$ cat src/rtl/attopu_pkg.sv
// ---------------------------------------------------------------------------
// attopu_pkg
//   Shared constants and helpers for the attopu register file.
//   - ATTOPU_WIDTH / ATTOPU_NREGS : default datapath width and register count
//   - reg_idx_t                   : register number sized from ATTOPU_NREGS
//   - reg_live()                  : whether a register number names a real,
//                                   writable register (in range and not the
//                                   hardwired zero register)
// ---------------------------------------------------------------------------
package attopu_pkg;

    localparam int ATTOPU_WIDTH = 16;
    localparam int ATTOPU_NREGS = 4;

    typedef logic [$clog2(ATTOPU_NREGS)-1:0] reg_idx_t;

    // Register numbers at or above nregs exist only when the depth is not a
    // power of two. Register 0 is dead when it is hardwired to zero.
    function automatic logic reg_live(input int sel, input int nregs, input logic zero_reg);
        return (sel < nregs) && !(zero_reg && (sel == 0));
    endfunction

endpackage

$ cat src/rtl/regfile_scoreboard_bits.sv
// ---------------------------------------------------------------------------
// regfile_scoreboard_bits
//   One pending flop per register plus the sticky orphan-writeback flag.
//   Priority at each edge: flush clears everything, otherwise an issue sets
//   its bit (winning over a same-cycle writeback to the same register) and
//   a writeback clears its bit.
//
//   Ports
//     clk, rst    : clock, asynchronous active-low reset
//     flush       : clear all pending bits, drop any same-cycle issue
//     issue_en    : mark issue_sel pending
//     issue_sel   : destination register of the issuing instruction
//     wr_en       : writeback strobe
//     wr_sel      : writeback register number
//     busy        : pending vector, bit r = register r
//     orphan_wb   : sticky, a writeback found its register not pending
// ---------------------------------------------------------------------------
module regfile_scoreboard_bits
    import attopu_pkg::*;
#(
    parameter int  NREGS    = ATTOPU_NREGS,
    parameter int  ZERO_REG = 0,
    localparam int AW       = $clog2(NREGS)
) (
    input  logic             clk,
    input  logic             rst,
    input  logic             flush,
    input  logic             issue_en,
    input  logic [AW-1:0]    issue_sel,
    input  logic             wr_en,
    input  logic [AW-1:0]    wr_sel,
    output logic [NREGS-1:0] busy,
    output logic             orphan_wb
);

    logic             issue_ok;
    logic             wb_ok;
    logic [NREGS-1:0] issue_dec;
    logic [NREGS-1:0] wb_dec;

    assign issue_ok = issue_en && reg_live(32'(issue_sel), NREGS, ZERO_REG != 0);
    assign wb_ok    = wr_en    && reg_live(32'(wr_sel),    NREGS, ZERO_REG != 0);

    // NOTE: every output of a combinational block gets a default before the
    // loop so no path leaves it unassigned and no latch is inferred.
    always_comb begin
        issue_dec = '0;
        wb_dec    = '0;
        for (int r = 0; r < NREGS; r++) begin
            issue_dec[r] = issue_ok && (issue_sel == AW'(r));
            wb_dec[r]    = wb_ok    && (wr_sel    == AW'(r));
        end
    end

    // NOTE: state is updated with non-blocking assignments so every flop
    // samples pre-edge values; orphan_wb below relies on seeing the old busy.
    always_ff @(posedge clk or negedge rst) begin
        if (!rst) begin
            busy      <= '0;
            orphan_wb <= 1'b0;
        end else begin
            if (flush) begin
                busy <= '0;
            end else begin
                // Clear first, then OR in the set: the new producer owns r.
                busy <= (busy & ~wb_dec) | issue_dec;
            end
            if (!flush && |(wb_dec & ~busy)) begin
                orphan_wb <= 1'b1;
            end
        end
    end

endmodule

$ cat src/rtl/regfile_scoreboard.sv
// ---------------------------------------------------------------------------
// regfile_scoreboard
//   WIDTH x NREGS register file with NREAD combinational read ports, optional
//   write-to-read bypass, optional hardwired-zero register 0 and a per-register
//   pending bit used by decode to stall on in-flight multi-cycle results.
//
//   Ports
//     clk, rst    : clock, asynchronous active-low reset
//     wr_en       : writeback strobe
//     wr_sel      : writeback register number
//     wr_data     : writeback data
//     issue_en    : mark issue_sel pending
//     issue_sel   : destination of the issuing instruction
//     flush       : synchronous clear of all pending bits
//     rd_sel      : packed read selects, port i at [i*AW +: AW]
//     rd_data     : packed read data, port i at [i*WIDTH +: WIDTH]
//     rd_valid    : port i value is architecturally current
//     busy        : pending vector
//     orphan_wb   : sticky, a writeback hit a non-pending register
//     regs_flat   : stored registers (no bypass), r at [r*WIDTH +: WIDTH]
// ---------------------------------------------------------------------------
module regfile_scoreboard
    import attopu_pkg::*;
#(
    parameter int  WIDTH    = ATTOPU_WIDTH,
    parameter int  NREGS    = ATTOPU_NREGS,
    parameter int  NREAD    = 2,
    parameter int  BYPASS   = 1,
    parameter int  ZERO_REG = 0,
    localparam int AW       = $clog2(NREGS)
) (
    input  logic                   clk,
    input  logic                   rst,
    input  logic                   wr_en,
    input  logic [AW-1:0]          wr_sel,
    input  logic [WIDTH-1:0]       wr_data,
    input  logic                   issue_en,
    input  logic [AW-1:0]          issue_sel,
    input  logic                   flush,
    input  logic [NREAD*AW-1:0]    rd_sel,
    output logic [NREAD*WIDTH-1:0] rd_data,
    output logic [NREAD-1:0]       rd_valid,
    output logic [NREGS-1:0]       busy,
    output logic                   orphan_wb,
    output logic [NREGS*WIDTH-1:0] regs_flat
);

    logic [WIDTH-1:0] regs [NREGS];
    logic             wr_ok;

    // A write that actually lands: in range and not the zero register.
    assign wr_ok = wr_en && reg_live(32'(wr_sel), NREGS, ZERO_REG != 0);

    // NOTE: the storage is a small flop array that must read zero right after
    // reset, so it is cleared by rst like any other state rather than left
    // uninitialised as a RAM would be.
    always_ff @(posedge clk or negedge rst) begin
        if (!rst) begin
            for (int r = 0; r < NREGS; r++) begin
                regs[r] <= '0;
            end
        end else begin
            for (int r = 0; r < NREGS; r++) begin
                if (wr_ok && (wr_sel == AW'(r))) begin
                    regs[r] <= wr_data;
                end
            end
        end
    end

    regfile_scoreboard_bits #(
        .NREGS    (NREGS),
        .ZERO_REG (ZERO_REG)
    ) u_bits (
        .clk       (clk),
        .rst       (rst),
        .flush     (flush),
        .issue_en  (issue_en),
        .issue_sel (issue_sel),
        .wr_en     (wr_en),
        .wr_sel    (wr_sel),
        .busy      (busy),
        .orphan_wb (orphan_wb)
    );

    for (genvar i = 0; i < NREAD; i++) begin : g_rd
        logic [AW-1:0]    sel;
        logic [WIDTH-1:0] stored;
        logic             pend;
        logic             dead;
        logic             hit;

        assign sel  = rd_sel[i*AW +: AW];
        // Dead selects (out of range or hardwired zero) read 0 and are always
        // valid; this outranks the bypass.
        assign dead = !reg_live(32'(sel), NREGS, ZERO_REG != 0);
        assign hit  = (BYPASS != 0) && wr_ok && (wr_sel == sel);

        always_comb begin
            stored = '0;
            pend   = 1'b0;
            for (int r = 0; r < NREGS; r++) begin
                if (sel == AW'(r)) begin
                    stored = regs[r];
                    pend   = busy[r];
                end
            end
        end

        assign rd_data[i*WIDTH +: WIDTH] = dead ? '0 : (hit ? wr_data : stored);
        assign rd_valid[i]               = dead || hit || !pend;
    end

    for (genvar r = 0; r < NREGS; r++) begin : g_flat
        assign regs_flat[r*WIDTH +: WIDTH] = regs[r];
    end

endmodule

$ cat config.mk
export PLATFORM = sky130hd
export DESIGN_NAME = regfile_scoreboard
export DESIGN_NICKNAME = d
export VERILOG_FILES = /design/src/rtl/attopu_pkg.sv /design/src/rtl/regfile_scoreboard_bits.sv /design/src/rtl/regfile_scoreboard.sv
export SDC_FILE = /design/constraint.sdc
export NUM_CORES = 1
export LEC_CHECK = 0
export CAP_MARGIN = 20
export CELL_PAD_IN_SITES_DETAIL_PLACEMENT = 2
export CELL_PAD_IN_SITES_GLOBAL_PLACEMENT = 2
export CORE_ASPECT_RATIO = 1.4
export CORE_UTILIZATION = 49
export CTS_BUF_LIST = sky130_fd_sc_hd__clkbuf_8
export CTS_CLUSTER_SIZE = 28
export DETAILED_ROUTE_END_ITERATION = 8
export DONT_BUFFER_PORTS = 1
export GPL_ROUTABILITY_DRIVEN = 1
export GPL_TIMING_DRIVEN = 0
export PLACE_DENSITY_LB_ADDON = 0.1
export SYNTH_ARGS = -nofsm -noshare
export SYNTH_HDL_FRONTEND = slang
export SYNTH_HIERARCHICAL = 1
export SYNTH_SLANG_ARGS = --single-unit
$ cat constraint.sdc
create_clock -name clk -period 3.3 [get_ports clk]
set_clock_uncertainty 0.15 [all_clocks]
set_input_delay 0.33 -clock clk [delete_from_list [all_inputs] [get_ports clk]]
set_output_delay 0.33 -clock clk [all_outputs]
set_load 0.02 [all_outputs]
==> impl_metrics.prom, run 1 <==
# TYPE chip_impl_metric gauge
chip_impl_metric{name="floorplan.core_area",unit="µm²"} 8150
chip_impl_info{name="timing.critical_path.slowest_stage_cell",value="clkbuf_1"} 1
chip_impl_metric{name="final_max_slew_viol_count",unit=""} 0
chip_impl_metric{name="pin_count_of_the_biggest_net_entering_global_routing",unit=""} 70
chip_impl_metric{name="grt_pass1_wl",unit="µm"} 16200
chip_impl_metric{name="synth_top_area_share",unit="%"} 41.8
chip_impl_metric{name="critPathRequiredTime",unit="ns"} 2.82
chip_impl_info{name="top_layer_used",value="met4"} 1
chip_impl_metric{name="synth_cell_type_count",unit=""} 28
chip_impl_metric{name="synth-edff-count",unit=""} 0
chip_impl_metric{name="die_h",unit="µm"} 111
chip_impl_info{name="startpoint_class",value="primary input"} 1
chip_impl_metric{name="routed_wire_length",unit="µm"} 10400
chip_impl_metric{name="number_of_instances_in_the_synthesized_netlist",unit=""} 246
chip_impl_info{name="synth_commonest_cells",value="69 x dfrtp_1, 69 x mux2_2, 19 x mux4_2"} 1
chip_impl_metric{name="wl_met3",unit="µm"} 678
chip_impl_metric{name="post_route_setup_tns",unit="ns"} 0
chip_impl_metric{name="die_area",unit="µm²"} 8810
chip_impl_metric{name="post_route_cells_drive_above_1_share",unit="%"} 52.1
chip_impl_metric{name="floorplan.rows",unit=""} 39
chip_impl_metric{name="yosys_warnings",unit=""} 6
chip_impl_info{name="ys.flop_type",value="dfrtp_1"} 1
chip_impl_info{name="worst_setup_path_startpoint",value="rd_sel[3]"} 1
chip_impl_metric{name="synthesis.nets",unit=""} 275
chip_impl_metric{name="worst_slew_pin_tran",unit="ns"} 0.727
chip_impl_info{name="critical_path.cell_chain",value="buf_4 -> clkbuf_1 -> mux4_2 -> mux2_4"} 1
chip_impl_metric{name="critical_path.max_stage_delay",unit="ns"} 0.58
chip_impl_metric{name="ff2ff_path_depth",unit=""} 2
chip_impl_metric{name="drtPass1Iterations",unit=""} 4
chip_impl_metric{name="io_buffers",unit=""} 0
chip_impl_metric{name="met2RoutedLength",unit="µm"} 5780
chip_impl_metric{name="preCtsSetupSlack",unit="ns"} 0.992
chip_impl_metric{name="overflow",unit=""} 0
chip_impl_info{name="unrepaired_setup_endpoints_after_global_routing",value="false"} 1
chip_impl_metric{name="path_buf_inv",unit=""} 2
chip_impl_metric{name="n_fill_cell",unit=""} 713
chip_impl_info{name="r2r_end",value="u_bits/orphan_wb"} 1
chip_impl_metric{name="cp_num_cells",unit=""} 4
chip_impl_metric{name="antenna_found_initial",unit=""} 0
chip_impl_metric{name="final.min_clock_period",unit="ns"} 2.31
chip_impl_metric{name="critical_path_peak_fanout",unit=""} 10
chip_impl_metric{name="vias",unit=""} 2445
chip_impl_metric{name="maximum_number_of_buffers_from_clock_root_to_sink",unit=""} 2
chip_impl_metric{name="hold_viol",unit=""} 0
chip_impl_metric{name="initialDrtViolationCount",unit=""} 61
chip_impl_metric{name="power.ir.vdd_worst",unit="µV"} 306
chip_impl_metric{name="drt.antenna.violating_nets",unit=""} 0
chip_impl_metric{name="clkLatencyLatePin",unit="ns"} 0.34
chip_impl_metric{name="cts_buffers",unit=""} 9
chip_impl_info{name="regToRegStartpoint",value="u_bits/busy[3]"} 1
chip_impl_info{name="post-synth-top-area-cell",value="dfrtp_1"} 1
chip_impl_metric{name="first_global_vias",unit=""} 2884
chip_impl_metric{name="clkSlewWorstSetupHoldPaths",unit="ns"} 0.07
chip_impl_metric{name="ioPinCount",unit=""} 132
chip_impl_metric{name="post-dp-hpwl",unit="µm"} 6850
chip_impl_info{name="min_path_type",value="in2reg"} 1
chip_impl_metric{name="layout_worst_path_cycle_share",unit="%"} 69.9
chip_impl_info{name="critical_path.endpoint",value="rd_data[25]"} 1
chip_impl_metric{name="antenna_cells",unit=""} 0
chip_impl_metric{name="arrival",unit="ns"} 1.83
chip_impl_metric{name="flow.area_growth_from_synthesis",unit="%"} 13.2
chip_impl_metric{name="ys_seq_elements",unit=""} 69
chip_impl_metric{name="slew-limit-headroom",unit="%"} 51.5
chip_impl_metric{name="async_reset_ff_share",unit="%"} 100
chip_impl_info{name="critical_path_class",value="in2out"} 1
chip_impl_metric{name="netlist_area",unit="µm²"} 4130
chip_impl_metric{name="finalSetupViolCount",unit=""} 0
chip_impl_metric{name="cell_pwr_density",unit="nW/µm²"} 599
chip_impl_metric{name="timing.reg2reg.setup_slack",unit="ns"} 1.95
chip_impl_metric{name="post_drt_via_cell_ratio",unit=""} 6.40
chip_impl_metric{name="finish.net_count",unit=""} 306
chip_impl_metric{name="maxCapViolations",unit=""} 0
chip_impl_metric{name="remaining_design_rule_violation_count",unit=""} 0
chip_impl_metric{name="wire_per_inst",unit="µm"} 27.3
chip_impl_metric{name="post_cts.resized_instances",unit=""} 0
chip_impl_metric{name="place.gp.congestion",unit=""} 0.711
chip_impl_metric{name="worst_slack",unit="ns"} 0.992
chip_impl_metric{name="wl_met1",unit="µm"} 3810
chip_impl_info{name="worst_setup_path_end_kind",value="output port"} 1
chip_impl_info{name="critical-path-top-delay-family",value="buffers and inverters"} 1
chip_impl_info{name="hp-start",value="issue_en"} 1
chip_impl_info{name="outcome",value="finished, final reports clean"} 1
chip_impl_metric{name="syn_area_per_cell",unit="µm²"} 16.8
chip_impl_metric{name="leak",unit="nW"} 2.00
chip_impl_info{name="synth.top_cells.by_area",value="dfrtp_1 42%, mux2_2 19%, mux4_2 10%"} 1
chip_impl_metric{name="cts_h_tree_depth",unit=""} 3
chip_impl_info{name="cts_tree",value="done"} 1
chip_impl_metric{name="max_clock_freq",unit="GHz"} 0.433
chip_impl_metric{name="grtUsageTotal",unit="%"} 25.6
chip_impl_metric{name="die_w",unit="µm"} 79.6
chip_impl_metric{name="portion_of_the_post_synthesis_area_used_by_sequential_elements",unit="%"} 41.8
chip_impl_info{name="cts.root.buffer_cell",value="clkbuf_8"} 1
chip_impl_metric{name="number_of_sinks_driven_by_the_clock_tree",unit=""} 69
chip_impl_metric{name="floorplan.initialDensity",unit="%"} 50.7
[registers in the layout (all words and copies together) (netlist names)]
register,flops
regs_flat,64
u_bits/busy,4
u_bits/orphan_wb,1
[cells by family after synthesis]
kind of cell    after synthesis  synth area share, %
compound gates                6                 1.06
xor+xnor                      4                 1.39
buf+inv                      18                 3.75
flops                        69                 41.8
mux                         131                 48.3
simple gates                 18                 3.72
[stage by stage]
stage / total power [mW] / util, % / std cells / instance area [µm²] / hold slack, ns
after floorplan: 1.94 / - / 246 / 4130 / -0.116
after global placement: 2.05 / 52.3 / 348 / 4260 / -0.114
after detailed placement: 2.08 / 52.3 / 348 / 4260 / -0.114
after CTS: 2.85 / 57.4 / 382 / 4680 / 0.00507
after global routing: 2.93 / 57.4 / 382 / 4680 / 0.00660
final: 2.80 / 57.4 / 382 / 4680 / 0.0198
[layout make-up]
type	instances	area (µm²)	share of cell area, %
flip-flops and latches	69	1730	36.9
clock inverters	2	33.8	0.722
repair buffers	20	218	4.65
well taps	102	128	2.73
multi-input cells	159	2250	48.1
plain buffers	17	151	3.24
clock buffers	12	165	3.53
inverters	1	3.75	0.0802
[placed cells by master, fill, tap and decap left out, drive strengths merged]
cell type,netlist,routed
nand3b,4,4
buf,16,17
mux2,96,96
nand2,3,3
nand3,4,4
mux4,35,35
dfrtp,69,69
nor2,3,3
or3b,1,1
o21bai,1,1
o21ai,1,1
a32oi,2,2
xnor2,4,4
inv,1,2
a21oi,2,2
bufinv,0,1
nor3b,2,2
nand2b,1,1
dlygate4sd3,0,19
clkbuf,1,13
[where the power goes]
group | internal, mW | total (mW) | switching, mW
registers | 0.994 | 1.36 | 0.370
clock network | 0.400 | 0.693 | 0.293
logic | 0.410 | 0.744 | 0.334
total | 1.80 | 2.80 | 0.997
[per-layer routing]
metal  global-route usage [%]  vias up
met1                     28.3     1299
met2                     46.0      101
li1                         -     1034
met3                     7.90       11
met5                        0        -
met4                     7.52        0
[how the worst min path moves through the flow]
stage / endpoint / cells after the start / slack [ns]
global placement: regs_flat[11] / 0 / -0.11
detailed placement: regs_flat[11] / 0 / -0.11
CTS: u_bits/busy[1] / 2 / 0.005
floorplan: regs_flat[0] / 0 / -0.12
finish: u_bits/busy[1] / 2 / 0.02
global route: u_bits/busy[1] / 2 / 0.007
[repair_timing]
| item | in CTS | in global routing |
|---|---|---|
| hold buffers | 20 | 0 |
| endpoints found under the hold margin | 138 | 0 |
| buffers inserted | 0 | 0 |
Note: power is estimated with default switching activity, not from simulation.
==> run 2, diff against run 1 <==
Settings changed: ABC_AREA set to 1, CORE_UTILIZATION 49 to 35.
Clock period 3.3 ns to 2.27 ns, I/O delays scaled along.
==> run 2 against run 1 <==
Critical path depth is 1 higher. Core utilization is 15 points lower. Global-route usage is 9.8 points higher. Cell count is 100% higher. Largest cell class unchanged. Highest routed layer unchanged.
==> impl_metrics.prom, run 2 <==
# TYPE chip_impl_metric gauge
chip_impl_metric{name="remaining_design_rule_violation_count",unit=""} 0
chip_impl_metric{name="post_drt_via_cell_ratio",unit=""} 6.15
chip_impl_info{name="worst_setup_path_end_kind",value="flip-flop"} 1
chip_impl_metric{name="cp_num_cells",unit=""} 5
chip_impl_metric{name="number_of_instances_in_the_synthesized_netlist",unit=""} 592
chip_impl_metric{name="vias",unit=""} 4800
chip_impl_metric{name="wire_per_inst",unit="µm"} 27.1
chip_impl_metric{name="floorplan.core_area",unit="µm²"} 11500
chip_impl_metric{name="maxCapViolations",unit=""} 0
chip_impl_metric{name="async_reset_ff_share",unit="%"} 100
chip_impl_info{name="ys.flop_type",value="dfrtp_1"} 1
chip_impl_metric{name="post-dp-hpwl",unit="µm"} 14200
chip_impl_metric{name="grt_pass1_wl",unit="µm"} 31400
chip_impl_metric{name="yosys_warnings",unit=""} 6
chip_impl_metric{name="slew-limit-headroom",unit="%"} 44.3
chip_impl_info{name="unrepaired_setup_endpoints_after_global_routing",value="false"} 1
chip_impl_info{name="timing.critical_path.slowest_stage_cell",value="dlygate4sd3_1"} 1
chip_impl_info{name="mostFrequentLayoutCell",value="nand2_1"} 1
chip_impl_metric{name="grtUsageTotal",unit="%"} 35.4
chip_impl_metric{name="stdcell_count",unit=""} 780
chip_impl_metric{name="cell_pwr_density",unit="nW/µm²"} 823
chip_impl_info{name="cts.root.buffer_cell",value="clkbuf_8"} 1
chip_impl_info{name="synth.top_cells.by_area",value="dfrtp_1 42%, nand3_1 18%, nand2_1 17%"} 1
chip_impl_metric{name="placed_cells",unit=""} 736
chip_impl_info{name="startpoint_class",value="primary input"} 1
chip_impl_info{name="most-common-layout-cells",value="184 x nand2_1, 146 x nand3_1, 69 x dfrtp_1"} 1
chip_impl_metric{name="final_max_slew_viol_count",unit=""} 0
chip_impl_info{name="synth_commonest_cells",value="184 x nand2_1, 146 x nand3_1, 69 x dfrtp_1"} 1
chip_impl_info{name="critical_path.endpoint",value="u_bits/busy[3]"} 1
chip_impl_metric{name="synth_cell_type_count",unit=""} 20
chip_impl_metric{name="max_clock_freq",unit="GHz"} 0.491
chip_impl_info{name="cts_tree",value="done"} 1
chip_impl_metric{name="yosys.area_share.simple",unit="%"} 41.6
chip_impl_metric{name="power.ir.vdd_worst",unit="µV"} 369
chip_impl_metric{name="finish.net_count",unit=""} 660
chip_impl_metric{name="cts_buffers",unit=""} 9
chip_impl_info{name="min_path_type",value="in2reg"} 1
chip_impl_metric{name="arrival",unit="ns"} 2.21
chip_impl_metric{name="preCtsSetupSlack",unit="ns"} 0.286
chip_impl_metric{name="io_buffers",unit=""} 0
chip_impl_metric{name="overflow",unit=""} 0
chip_impl_metric{name="synth_top_area_share",unit="%"} 41.6
chip_impl_metric{name="critical_path_peak_fanout",unit=""} 3
chip_impl_metric{name="place.gp.congestion",unit=""} 0.863
chip_impl_metric{name="finalSetupViolCount",unit=""} 0
chip_impl_metric{name="clkSlewWorstSetupHoldPaths",unit="ns"} 0.09
chip_impl_metric{name="syn_area_per_cell",unit="µm²"} 7.00
chip_impl_info{name="synth_top_family_by_area",value="simple AND/OR/NAND/NOR gates"} 1
chip_impl_info{name="critical_path_class",value="in2reg"} 1
chip_impl_metric{name="die_w",unit="µm"} 94.0
chip_impl_metric{name="routed_wire_length",unit="µm"} 21100
chip_impl_info{name="worst_setup_path_startpoint",value="issue_en"} 1
chip_impl_metric{name="initialDrtViolationCount",unit=""} 262
chip_impl_info{name="outcome",value="finished, final reports clean"} 1
chip_impl_info{name="critical_path.most_common_cell",value="dlygate4sd3_1"} 1
chip_impl_metric{name="post_route_cells_drive_above_1_share",unit="%"} 8.02
chip_impl_metric{name="antenna_found_initial",unit=""} 0
chip_impl_metric{name="floorplan.rows",unit=""} 46
chip_impl_metric{name="setup_fix_buffers_added_after_clock_tree_synthesis",unit=""} 0
chip_impl_metric{name="path_buf_inv",unit=""} 3
chip_impl_metric{name="clkLatencyLatePin",unit="ns"} 0.38
chip_impl_info{name="r2r_end",value="u_bits/busy[1]"} 1
chip_impl_metric{name="final.min_clock_period",unit="ns"} 2.04
chip_impl_metric{name="die_area",unit="µm²"} 12300
chip_impl_metric{name="antenna_cells",unit=""} 0
chip_impl_metric{name="timing.reg2reg.setup_slack",unit="ns"} 0.69
chip_impl_metric{name="worst_slew_pin_tran",unit="ns"} 0.836
chip_impl_info{name="critical-path-top-delay-family",value="buffers and inverters"} 1
chip_impl_metric{name="leak",unit="nW"} 2.29
chip_impl_metric{name="first_global_vias",unit=""} 5325
chip_impl_metric{name="post_synth_mux_area_share",unit="%"} 0
chip_impl_metric{name="drtPass1Iterations",unit=""} 5
chip_impl_metric{name="post_route_setup_tns",unit="ns"} 0
chip_impl_metric{name="synth-edff-count",unit=""} 0
chip_impl_info{name="critical_path.cell_chain",value="dlygate4sd3_1 -> nand3_1 -> dlygate4sd3_1 -> a21oi_1 -> dlygate4sd3_1"} 1
chip_impl_metric{name="pin_count_of_the_biggest_net_entering_global_routing",unit=""} 70
chip_impl_metric{name="layout_worst_path_cycle_share",unit="%"} 89.7
chip_impl_metric{name="netlist_area",unit="µm²"} 4150
chip_impl_metric{name="maximum_number_of_buffers_from_clock_root_to_sink",unit=""} 2
chip_impl_metric{name="worst_slack",unit="ns"} 0.234
chip_impl_metric{name="drt.antenna.violating_nets",unit=""} 0
chip_impl_info{name="post-synth-top-area-cell",value="dfrtp_1"} 1
chip_impl_metric{name="number_of_sinks_driven_by_the_clock_tree",unit=""} 69
chip_impl_metric{name="synthAdderAreaFrac",unit="%"} 0
chip_impl_info{name="regToRegStartpoint",value="u_bits/busy[1]"} 1
chip_impl_metric{name="largest_register_ffs",unit=""} 64
chip_impl_metric{name="die_h",unit="µm"} 131
chip_impl_metric{name="critical_path.max_stage_delay",unit="ns"} 0.58
chip_impl_metric{name="critPathRequiredTime",unit="ns"} 2.44
chip_impl_metric{name="floorplan.initialDensity",unit="%"} 36.2
chip_impl_metric{name="post_synth_xor_area_fraction",unit="%"} 0
chip_impl_info{name="post-synth-top-count-cell",value="nand2_1"} 1
chip_impl_metric{name="ff2ff_path_depth",unit=""} 3
chip_impl_info{name="hp-start",value="wr_sel[0]"} 1
chip_impl_metric{name="portion_of_the_post_synthesis_area_used_by_sequential_elements",unit="%"} 41.6
chip_impl_metric{name="cts_h_tree_depth",unit=""} 3
chip_impl_metric{name="ioPinCount",unit=""} 132
chip_impl_metric{name="ys_seq_elements",unit=""} 69
chip_impl_metric{name="synth_area_in_compound_gates",unit="%"} 8.57
chip_impl_metric{name="flow.area_growth_from_synthesis",unit="%"} 16.6
chip_impl_metric{name="hold_viol",unit=""} 0
chip_impl_metric{name="synthesis.nets",unit=""} 621
run 2: final cells by class:
cell class	count	area (µm²)
Clock buffer	11	151
Sequential cell	69	1730
Inverter	36	140
Tap cell	144	180
Multi-Input combinational cell	447	2080
Buffer	40	201
Clock inverter	5	58.8
Timing Repair Buffer	28	298
Fill cell	1383	6620
run 2: logic make-up after synthesis:
group | after synthesis
flip-flops | 69
AO/OA/AOI/OAI | 71
buffers and inverters | 76
AND/OR/NAND/NOR | 376
run 2: worst min-delay path by stage:
stage | to | cells after the start
final | regs_flat[48] | 3
after global placement | u_bits/busy[0] | 0
after detailed placement | u_bits/busy[0] | 0
after CTS | regs_flat[48] | 3
after floorplan | regs_flat[0] | 0
after global routing | regs_flat[0] | 3
run 2: metal layers:
layer,GRT usage [%],vias up,part of all wire (%)
met3,6.48,57,6.4
li1,-,2077,-
met1,38.7,2440,37
met2,64.1,226,52
met5,0,-,0
met4,19.7,0,4.5
run 2: power by group:
group | leakage (nW) | switching [mW] | total, mW | internal [mW]
clock network | 0.102 | 0.553 | 1.12 | 0.568
logic | 1.32 | 0.672 | 0.938 | 0.266
registers | 0.862 | 0.514 | 1.92 | 1.41
total | 2.29 | 1.74 | 3.98 | 2.24
run 2: worst reg2reg max path: stages, from the launching register on:
cell and delay (ns):
dfrtp_1 0.52, o21ai_0 0.16, a21oi_1 0.14, dlygate4sd3_1 0.56
run 2: timing repair:
item | CTS | global route
hold buffers | 28 | 0
resized for setup | 0 | 0
hold endpoints to repair | 138 | 0
run 2: per-stage QoR:
step           total power [mW]  utilization [%]  hold slack [ns]  area (µm²)
2_1_floorplan              2.46                -           -0.219        4150
3_3_place_gp               2.74             37.8           -0.217        4330
3_5_place_dp               2.80             37.8           -0.217        4330
4_1_cts                    3.98             42.2           0.0441        4830
5_1_grt                    4.14             42.2           0.0903        4830
6_report                   3.98             42.2           0.0456        4830
==> run 3, diff against run 2 <==
Settings changed: GPL_TIMING_DRIVEN 0 to unset.
==> run 3 against run 2 <==
Total power down 5.5%. Design area down 2.8%. Clock power down 11%. Fmax down 0.13%. Clock-buffer cell count down 2. Setup slack worse by 0.0026 ns. Sequential share of layout area up 1.0 points. Critical path depth unchanged. Sequential power about the same. Combinational power down 11%. Global-route usage down 4.8 points. Highest routed layer unchanged.
==> impl_metrics.prom, run 3 (synthesized netlist as in run 2, its figures left out) <==
# TYPE chip_impl_metric gauge
chip_impl_info{name="startpoint_class",value="primary input"} 1
chip_impl_metric{name="cell_pwr_density",unit="nW/µm²"} 800
chip_impl_metric{name="maximum_number_of_buffers_from_clock_root_to_sink",unit=""} 2
chip_impl_metric{name="grtUsageTotal",unit="%"} 30.6
chip_impl_info{name="critical-path-top-delay-family",value="buffers and inverters"} 1
chip_impl_metric{name="die_area",unit="µm²"} 12300
chip_impl_metric{name="vias",unit=""} 4543
chip_impl_info{name="critical_path.most_common_cell",value="dlygate4sd3_1"} 1
chip_impl_metric{name="drtPass1Iterations",unit=""} 4
chip_impl_metric{name="remaining_design_rule_violation_count",unit=""} 0
chip_impl_metric{name="antenna_found_initial",unit=""} 0
chip_impl_metric{name="number_of_sinks_driven_by_the_clock_tree",unit=""} 69
chip_impl_metric{name="post_drt_via_cell_ratio",unit=""} 6.04
chip_impl_metric{name="flow.area_growth_from_synthesis",unit="%"} 13.4
chip_impl_metric{name="pin_count_of_the_biggest_net_entering_global_routing",unit=""} 70
chip_impl_metric{name="layout_worst_path_cycle_share",unit="%"} 89.8
chip_impl_metric{name="critical_path_peak_fanout",unit=""} 3
chip_impl_metric{name="first_global_vias",unit=""} 5030
chip_impl_metric{name="final.min_clock_period",unit="ns"} 2.04
chip_impl_metric{name="io_buffers",unit=""} 0
chip_impl_metric{name="clkLatencyLatePin",unit="ns"} 0.37
chip_impl_metric{name="finalSetupViolCount",unit=""} 0
chip_impl_metric{name="clkSlewWorstSetupHoldPaths",unit="ns"} 0.08
chip_impl_metric{name="floorplan.rows",unit=""} 46
chip_impl_metric{name="floorplan.initialDensity",unit="%"} 36.2
chip_impl_metric{name="stdcell_count",unit=""} 752
chip_impl_metric{name="wire_per_inst",unit="µm"} 24.1
chip_impl_metric{name="routed_wire_length",unit="µm"} 18100
chip_impl_info{name="outcome",value="finished, final reports clean"} 1
chip_impl_metric{name="worst_slew_pin_tran",unit="ns"} 0.426
chip_impl_metric{name="arrival",unit="ns"} 2.20
chip_impl_metric{name="cts_buffers",unit=""} 9
chip_impl_metric{name="finish.net_count",unit=""} 633
chip_impl_metric{name="placed_cells",unit=""} 709
chip_impl_info{name="min_path_type",value="in2reg"} 1
chip_impl_metric{name="critical_path.max_stage_delay",unit="ns"} 0.59
chip_impl_metric{name="initialDrtViolationCount",unit=""} 243
chip_impl_metric{name="die_h",unit="µm"} 131
chip_impl_metric{name="post-dp-hpwl",unit="µm"} 11900
chip_impl_info{name="mostFrequentLayoutCell",value="nand2_1"} 1
chip_impl_metric{name="final_max_slew_viol_count",unit=""} 0
chip_impl_info{name="unrepaired_setup_endpoints_after_global_routing",value="false"} 1
chip_impl_metric{name="overflow",unit=""} 0
chip_impl_metric{name="drt.antenna.violating_nets",unit=""} 0
chip_impl_metric{name="post_route_cells_drive_above_1_share",unit="%"} 6.74
chip_impl_info{name="cts_tree",value="done"} 1
chip_impl_metric{name="hold_viol",unit=""} 0
chip_impl_metric{name="power.ir.vdd_worst",unit="µV"} 343
chip_impl_metric{name="cp_num_cells",unit=""} 5
chip_impl_info{name="critical_path.cell_chain",value="dlygate4sd3_1 -> nand3_1 -> dlygate4sd3_1 -> a21oi_1 -> dlygate4sd3_1"} 1
chip_impl_metric{name="ff2ff_path_depth",unit=""} 3
chip_impl_metric{name="ioPinCount",unit=""} 132
chip_impl_metric{name="leak",unit="nW"} 2.23
chip_impl_metric{name="path_buf_inv",unit=""} 3
chip_impl_metric{name="floorplan.core_area",unit="µm²"} 11500
chip_impl_info{name="worst_setup_path_end_kind",value="flip-flop"} 1
chip_impl_metric{name="post_route_setup_tns",unit="ns"} 0
chip_impl_metric{name="cts_h_tree_depth",unit=""} 3
chip_impl_metric{name="antenna_cells",unit=""} 0
chip_impl_metric{name="maxCapViolations",unit=""} 0
chip_impl_metric{name="die_w",unit="µm"} 94.0
chip_impl_metric{name="place.gp.congestion",unit=""} 0.801
chip_impl_info{name="timing.critical_path.slowest_stage_cell",value="dlygate4sd3_1"} 1
chip_impl_metric{name="largest_register_ffs",unit=""} 64
chip_impl_info{name="most-common-layout-cells",value="184 x nand2_1, 146 x nand3_1, 69 x dfrtp_1"} 1
chip_impl_metric{name="post_cts.resized_instances",unit=""} 0
chip_impl_info{name="cts.root.buffer_cell",value="clkbuf_8"} 1
chip_impl_metric{name="max_clock_freq",unit="GHz"} 0.490
chip_impl_metric{name="slew-limit-headroom",unit="%"} 71.5
chip_impl_info{name="critical_path_class",value="in2reg"} 1
chip_impl_metric{name="holdWs",unit="ns"} 0.0855
chip_impl_metric{name="grt_pass1_wl",unit="µm"} 27900
chip_impl_metric{name="whs_path_depth",unit=""} 2
chip_impl_metric{name="critPathRequiredTime",unit="ns"} 2.43
-- run 3: per-stage QoR --
step | worst slack, ns | util (%) | total power, mW | instance area (µm²)
after floorplan | 0.758 | - | 2.46 | 4150
after detailed placement | 0.416 | 36.9 | 2.71 | 4220
after CTS | 0.299 | 41.0 | 3.78 | 4700
after global placement | 0.466 | 36.9 | 2.66 | 4220
final | 0.231 | 41.0 | 3.76 | 4700
after global routing | 0.159 | 41.0 | 3.96 | 4700
-- run 3: per-layer routing --
layer / vias up / track usage (%) / routed length, µm
met4: 0 / 16.4 / 678
met5: - / 0 / 0
met3: 41 / 7.93 / 1290
met1: 2296 / 33.2 / 6770
li1: 2025 / - / -
met2: 181 / 54.3 / 9350
-- run 3: layout make-up --
type	instances	area [µm²]
Clock buffer	9	124
Clock inverter	6	56.3
Fill cell	1368	6750
Inverter	36	140
Multi-Input combinational cell	447	2080
Sequential cell	69	1730
Tap cell	144	180
Timing Repair Buffer	41	395
-- run 3: report_power, final --
group / leakage (nW) / total (mW) / switching (mW) / internal (mW)
Sequential: 0.862 / 1.92 / 0.513 / 1.41
Clock: 0.0960 / 1.00 / 0.512 / 0.492
Combinational: 1.27 / 0.837 / 0.580 / 0.256
Total: 2.23 / 3.76 / 1.61 / 2.16
-- run 3: repair_timing --
item | in CTS | in global routing
hold buffers | 28 | 0
hold endpoints to repair | 138 | 0
setup buffers | 0 | 0
-- run 3: worst reg2reg max path, stage by stage, from the launching register on --
cell and delay, ns:
dfrtp_1 0.51, nand2_1 0.11, a21oi_1 0.16, dlygate4sd3_1 0.58
-- run 3: final timing paths --
path	start	end	slack (ns)
hold / removal	wr_en	regs_flat[45]	0.09
hold reg to reg	u_bits/orphan_wb	u_bits/orphan_wb	0.50
setup / recovery	issue_sel[0]	u_bits/busy[3]	0.23
max in group asynchronous	rst	regs_flat[19]	1.32
setup reg to reg	u_bits/busy[0]	u_bits/busy[0]	0.69
min in group asynchronous	rst	regs_flat[31]	0.28
